[src/rtl/serial_arith_pkg.sv]
// rtl/serial_arith_pkg.sv - shared types and constants for the serial arithmetic blocks
//
// Purpose : FSM state encoding and default operand width used by serial_subtractor.
// Contents: sub_state_t {IDLE, SHIFT, DONE}, SUB_WIDTH_DEF.
package serial_arith_pkg;

  typedef enum logic [1:0] {
    IDLE  = 2'd0,
    SHIFT = 2'd1,
    DONE  = 2'd2
  } sub_state_t;

  localparam int SUB_WIDTH_DEF = 8;

endpackage

[src/rtl/serial_subtractor_full_subtractor.sv]
// rtl/serial_subtractor_full_subtractor.sv - one-bit combinational full subtractor
//
// Purpose : Diff = A - B - Bin for a single bit, with borrow-out.
// Ports   : A    in  minuend bit
//           B    in  subtrahend bit
//           Bin  in  borrow-in
//           Diff out difference bit
//           Bout out borrow-out
module full_subtractor (
  input  logic A,
  input  logic B,
  input  logic Bin,
  output logic Diff,
  output logic Bout
);

  assign Diff = A ^ B ^ Bin;
  // Borrow when B exceeds A outright, or when they are equal and a borrow ripples in.
  assign Bout = (~A & B) | (~(A ^ B) & Bin);

endmodule

[src/rtl/serial_subtractor.sv]
// rtl/serial_subtractor.sv - bit-serial two's-complement subtractor, diff = a - b - bin
//
// Purpose : Processes one bit per cycle, LSB first, over WIDTH cycles.
//           Operands load in parallel and the result is returned in parallel.
//           The block uses a start/busy/done handshake.
// Params  : WIDTH (2..32) operand/result width.
// Ports   : clk   in  rising-edge clock
//           rst   in  synchronous active-high reset
//           start in  request, sampled when not busy (IDLE or DONE)
//           a, b  in  minuend / subtrahend, captured on an accepted start
//           bin   in  borrow-in, captured on an accepted start
//           busy  out high during the WIDTH shift cycles
//           done  out one-cycle pulse when diff/bout/ovf are valid
//           diff  out result, held from done until the next result lands
//           bout  out final borrow-out (unsigned underflow)
//           ovf   out signed overflow; built only with SERIAL_SUBTRACTOR_OVF_EN, else tied 0
module serial_subtractor
  import serial_arith_pkg::*;
#(
  parameter int WIDTH = SUB_WIDTH_DEF
) (
  input  logic             clk,
  input  logic             rst,
  input  logic             start,
  input  logic [WIDTH-1:0] a,
  input  logic [WIDTH-1:0] b,
  input  logic             bin,
  output logic             busy,
  output logic             done,
  output logic [WIDTH-1:0] diff,
  output logic             bout,
  output logic             ovf
);

  localparam int CNT_W = $clog2(WIDTH);
  localparam logic [CNT_W-1:0] CNT_LAST = CNT_W'(WIDTH - 1);

  sub_state_t       state;
  logic [WIDTH-1:0] a_sr;
  logic [WIDTH-1:0] b_sr;
  logic [WIDTH-1:0] res_sr;
  logic [CNT_W-1:0] cnt;
  logic             brw;
  logic             d_bit;
  logic             brw_next;
  logic             last_bit;

  full_subtractor u_fs (
    .A    (a_sr[0]),
    .B    (b_sr[0]),
    .Bin  (brw),
    .Diff (d_bit),
    .Bout (brw_next)
  );

  assign busy     = (state == SHIFT);
  assign done     = (state == DONE);
  assign last_bit = (state == SHIFT) && (cnt == CNT_LAST);

  always_ff @(posedge clk) begin
    if (rst) begin
      state  <= IDLE;
      a_sr   <= '0;
      b_sr   <= '0;
      res_sr <= '0;
      cnt    <= '0;
      brw    <= 1'b0;
      diff   <= '0;
      bout   <= 1'b0;
    end else if (state == SHIFT) begin
      a_sr   <= a_sr >> 1;
      b_sr   <= b_sr >> 1;
      res_sr <= {d_bit, res_sr[WIDTH-1:1]};
      brw    <= brw_next;
      cnt    <= cnt + CNT_W'(1);
      if (last_bit) begin
        // Only the final bit publishes to diff, so partial results never appear.
        state <= DONE;
        diff  <= {d_bit, res_sr[WIDTH-1:1]};
        bout  <= brw_next;
      end
    end else if (start) begin
      // IDLE and DONE both accept; from DONE this gives back-to-back operation.
      state <= SHIFT;
      a_sr  <= a;
      b_sr  <= b;
      brw   <= bin;
      cnt   <= '0;
    end else begin
      state <= IDLE;
    end
  end

`ifdef SERIAL_SUBTRACTOR_OVF_EN
  // On the last bit the shift registers hold the operand MSBs, so no separate
  // capture of the sign bits is needed.
  always_ff @(posedge clk) begin
    if (rst) begin
      ovf <= 1'b0;
    end else if (last_bit) begin
      ovf <= (a_sr[0] ^ b_sr[0]) & (d_bit ^ a_sr[0]);
    end
  end
`else
  assign ovf = 1'b0;
`endif

endmodule

[config.mk]
export PLATFORM = sky130hd
export DESIGN_NAME = serial_subtractor
export DESIGN_NICKNAME = d
export VERILOG_FILES = /design/src/rtl/serial_arith_pkg.sv /design/src/rtl/serial_subtractor_full_subtractor.sv /design/src/rtl/serial_subtractor.sv
export SDC_FILE = /design/constraint.sdc
export NUM_CORES = 1
export LEC_CHECK = 0
export BUFFER_PORTS_ARGS = -buffer_cell sky130_fd_sc_hd__buf_2
export CAP_MARGIN = 20
export CORE_MARGIN = 1.5
export CORE_UTILIZATION = 45
export DETAILED_ROUTE_END_ITERATION = 10
export PLACE_DENSITY_LB_ADDON = 0.25
export SLEW_MARGIN = 5
export SYNTH_ARGS = -nofsm -noshare
export SYNTH_HDL_FRONTEND = slang
export SYNTH_SLANG_ARGS = --single-unit
[constraint.sdc]
create_clock -name clk -period 1.8 [get_ports clk]
set_clock_uncertainty 0.2 [all_clocks]
set_input_delay 0.45 -clock clk [delete_from_list [all_inputs] [get_ports clk]]
set_output_delay 0.45 -clock clk [all_outputs]
set_load 0.005 [all_outputs]
==> qor.tcl <==
set qor(status) {completed}
set qor(multiInputGateArea_um2) 765.7
set qor(place.port_buffers) 30
set qor(num_antenna_cells) 0
set qor(final_core_util_pct) 55.63
set qor(report.final.slew_viol_count) 0
set qor(area_growth_pct) 16.46
set qor(critical-path-slowest-cell) {dfxtp_1}
set qor(synth-warning-count) 0
set qor(power.leakage_nw) 0.7879
set qor(synth_enable_flop_cells) 0
set qor(max_cap_viol_count) 0
set qor(power_frac_comb_pct) 12.7
set qor(timing.reg2reg.worst_path_depth) 5
set qor(sw_share_pct) 26.01
set qor(synth-seq-cells) 38
set qor(wire_length_per_cell_after_detailed_routing_um) 12.12
set qor(critical_path.reg2reg.endpoint) {bout}
set qor(fp.dieArea_um2) 3966
set qor(critPathTopFamily) {flip-flops}
set qor(floorplan.die.width_um) 62.98
set qor(syn-instance-count) 170
set qor(critical_path_depth) 3
set qor(core-area_um2) 3390
set qor(asyncSetResetFlopFracSynth_pct) 0
set qor(clockBufferDepth) 2
set qor(tritoncts) {done}
set qor(p_sw_mw) 0.4084
set qor(die_height_um) 62.98
set qor(finish.net_count) 223
set qor(hold_viol) 0
set qor(sum_of_routed_wire_length_over_all_layers_um) 2994
set qor(cts_buffers) 5
set qor(min_path_cells) 3
set qor(floorplan.initialDensity_pct) 47.77
set qor(synth.cell_area_um2) 1619
set qor(worstPathRequired_ns) 1.15
set qor(critical_path.endpoint_type) {output port}
set qor(detail_route.vias_per_cell) 5.061
set qor(grt_pass1_wl_um) 5112
set qor(worst_hold_path.endpoint) {brw}
set qor(cp_max_fo) 5
set qor(reg2reg_setup_slack_ns) 0.19
set qor(synth-main-ff-cell) {dfxtp_1}
set qor(ioPinCount) 32
set qor(clk_root_buffer_cell) {clkbuf_4}
set qor(netlist-cell-type-count) 26
set qor(detail_route.drc_violations) 0
set qor(grt_max_degree) 39
set qor(clock_sinks) 38
set qor(rows) 21
set qor(grt_use_total_pct) 16.50
set qor(register_area_um2) 762.0
set qor(yosysTopAreaCell) {dfxtp_1}
set qor(timing_worst_setup_path_type) {reg2out}
set qor(postSynthNetCount) 193
set qor(setup_tns_after_final_layout_ns) 0
set qor(max-vdd-ir-drop_mv) 0.5703
set qor(critical_path.cell_chain) {nand2b_4, inv_2, buf_2}
set qor(critPathLaunchType) {flip-flop}
set qor(cts.clk_slew.worst_paths_ns) 0.11
set qor(final_period_minus_worst_setup_slack_ns) 1.690
set qor(cts_max_level) 2
set qor(critical-path-max-stage-delay_ns) 0.40
set qor(count_of_buffer_and_inverter_cells_on_the_critical_path) 2
set qor(internal_power_mw) 1.162
set qor(r2r-start) {cnt[0]}
set qor(synth_top_cells_by_count) {38 x dfxtp_1, 33 x nand2_1, 18 x a21oi_1}
set qor(timing.final.setup_violations) 0
set qor(seq_power_share_pct) 57.4
set qor(power_per_cell_area_nw_per_um2) 832.6
set qor(place_congestion) 0.6974
set qor(avgSynthCellArea_um2) 9.524
set qor(final.period_utilization_pct) 93.88
set qor(grt_pass1_vias) 1187
set qor(min-delay-path-class) {in2reg}
set qor(rsz_0062_raised_after_global_routing) {false}
set qor(grt.overflow.total) 0
set qor(max_freq_mhz) 591.7
set qor(min_from) {bin}
set qor(drive_above_1_share_pct) 29.35
set qor(holdBufCountCts) 0
set qor(power.clock.fraction_pct) 29.9
set qor(detail_route.iter0.violations) 67
set qor(synth.top_cell.area_share_pct) 46.99
set qor(worst_skew_pair.late_latency_ns) 0.35
set qor(antenna_found_initial) 0
set qor(yosys.cell_count.top_type) {dfxtp_1}
set qor(num_vias) 1250
set qor(synth.area.top_cells) {dfxtp_1 47%, mux2i_1 9.9%, a211oi_2 8.5%}
set qor(place_hpwl_um) 2035
set qor(drtAntennaViolNets) 0
set qor(synth_seq_area_share_pct) 46.99
set qor(drt-pass1-iter-count) 4
set qor(layout.filler_cells) 321
set qor(arrival_ns) 1.04
-- through the flow --
| step | setup slack, ns | cells | cell area (µm²) | power, mW | hold slack, ns |
|---|---|---|---|---|---|
| after floorplan | 0.3193 | 170 | 1619 | 1.064 | 0.2321 |
| after global placement | 0.2676 | 237 | 1804 | 1.108 | 0.2422 |
| after detailed placement | 0.1993 | 237 | 1804 | 1.117 | 0.2484 |
| after CTS | 0.09819 | 247 | 1886 | 1.591 | 0.1666 |
| after global routing | 0.04054 | 247 | 1886 | 1.648 | 0.1606 |
| final | 0.1101 | 247 | 1886 | 1.570 | 0.1762 |
-- worst register-to-register path: stages, from the launching register on --
cell,delay [ns]
dfxtp_1,0.37
ha_1,0.16
ha_1,0.15
and3b_1,0.37
nor2_1,0.09
a211oi_2,0.19
-- repair_timing --
action,CTS,global route
buffers inserted,1,0
resized for setup,1,0
setup endpoints to repair,1,0
-- power groups by stage --
stage / Clock, mW / Sequential (mW) / Combinational (mW)
after detailed placement: 0 / 0.920 / 0.197
after CTS: 0.488 / 0.902 / 0.202
after global placement: 0 / 0.917 / 0.191
after global routing: 0.520 / 0.906 / 0.222
after floorplan: 0 / 0.914 / 0.150
final: 0.469 / 0.901 / 0.200
-- final cells by class --
class	instances	area share, %
inverter	3	0.5972
sequential	38	40.41
clock inverter	2	0.6636
multi-input combinational	117	40.61
timing repair buffer	35	11.94
clock buffer	6	2.721
tap	46	3.052
-- layout by cell type, fill, tap and decap left out, types with 3 or more instances in the layout --
master    netlist  routed
a211oi_1        4       4
buf_12          0       3
nor2_1         17      17
a21oi_1        18      18
nand3b_1        4       4
mux2i_1        16      16
nand2_1        33      33
dfxtp_1        38      37
a211oi_2       11      11
buf_2           3      30
clkbuf_4        0       5
-- cell families (layout without fill, tap and decap cells) --
kind of cell / Yosys count / in the layout / share of synthesized area (%)
multiplexers: 16 / 16 / 9.892
flip-flops: 38 / 38 / 46.99
AND/OR/NAND/NOR: 60 / 61 / 16.23
AO/OA/AOI/OAI: 36 / 36 / 17.62
other: 1 / 1 / 0.2316
buffers and inverters: 16 / 46 / 6.259
adder cells (fa/ha/maj): 3 / 3 / 2.782
-- layer usage --
layer	global-route usage (%)	up-vias	part of all wire, %
met2	29.79	25	50
met3	5.946	5	4.9
met5	0	-	0
met1	17.51	580	44
met4	5.833	0	1.6
li1	-	640	-
-- flip-flops by register name, summed over array words and instances (netlist names) --
name and cells:
state 2, brw 1, a_sr 8, res_sr 7, bout 1, diff 8, cnt 3, b_sr 8
-- worst max-delay path by stage --
stage | start | endpoint | slack [ns]
6_report | state[1] | busy | 0.11
5_1_grt | state[1] | busy | 0.04
4_1_cts | state[1] | busy | 0.1
3_5_place_dp | cnt[0] | bout | 0.20
3_3_place_gp | cnt[0] | bout | 0.27
2_1_floorplan | cnt[0] | bout | 0.32
Power figures use the tool's default switching activity.
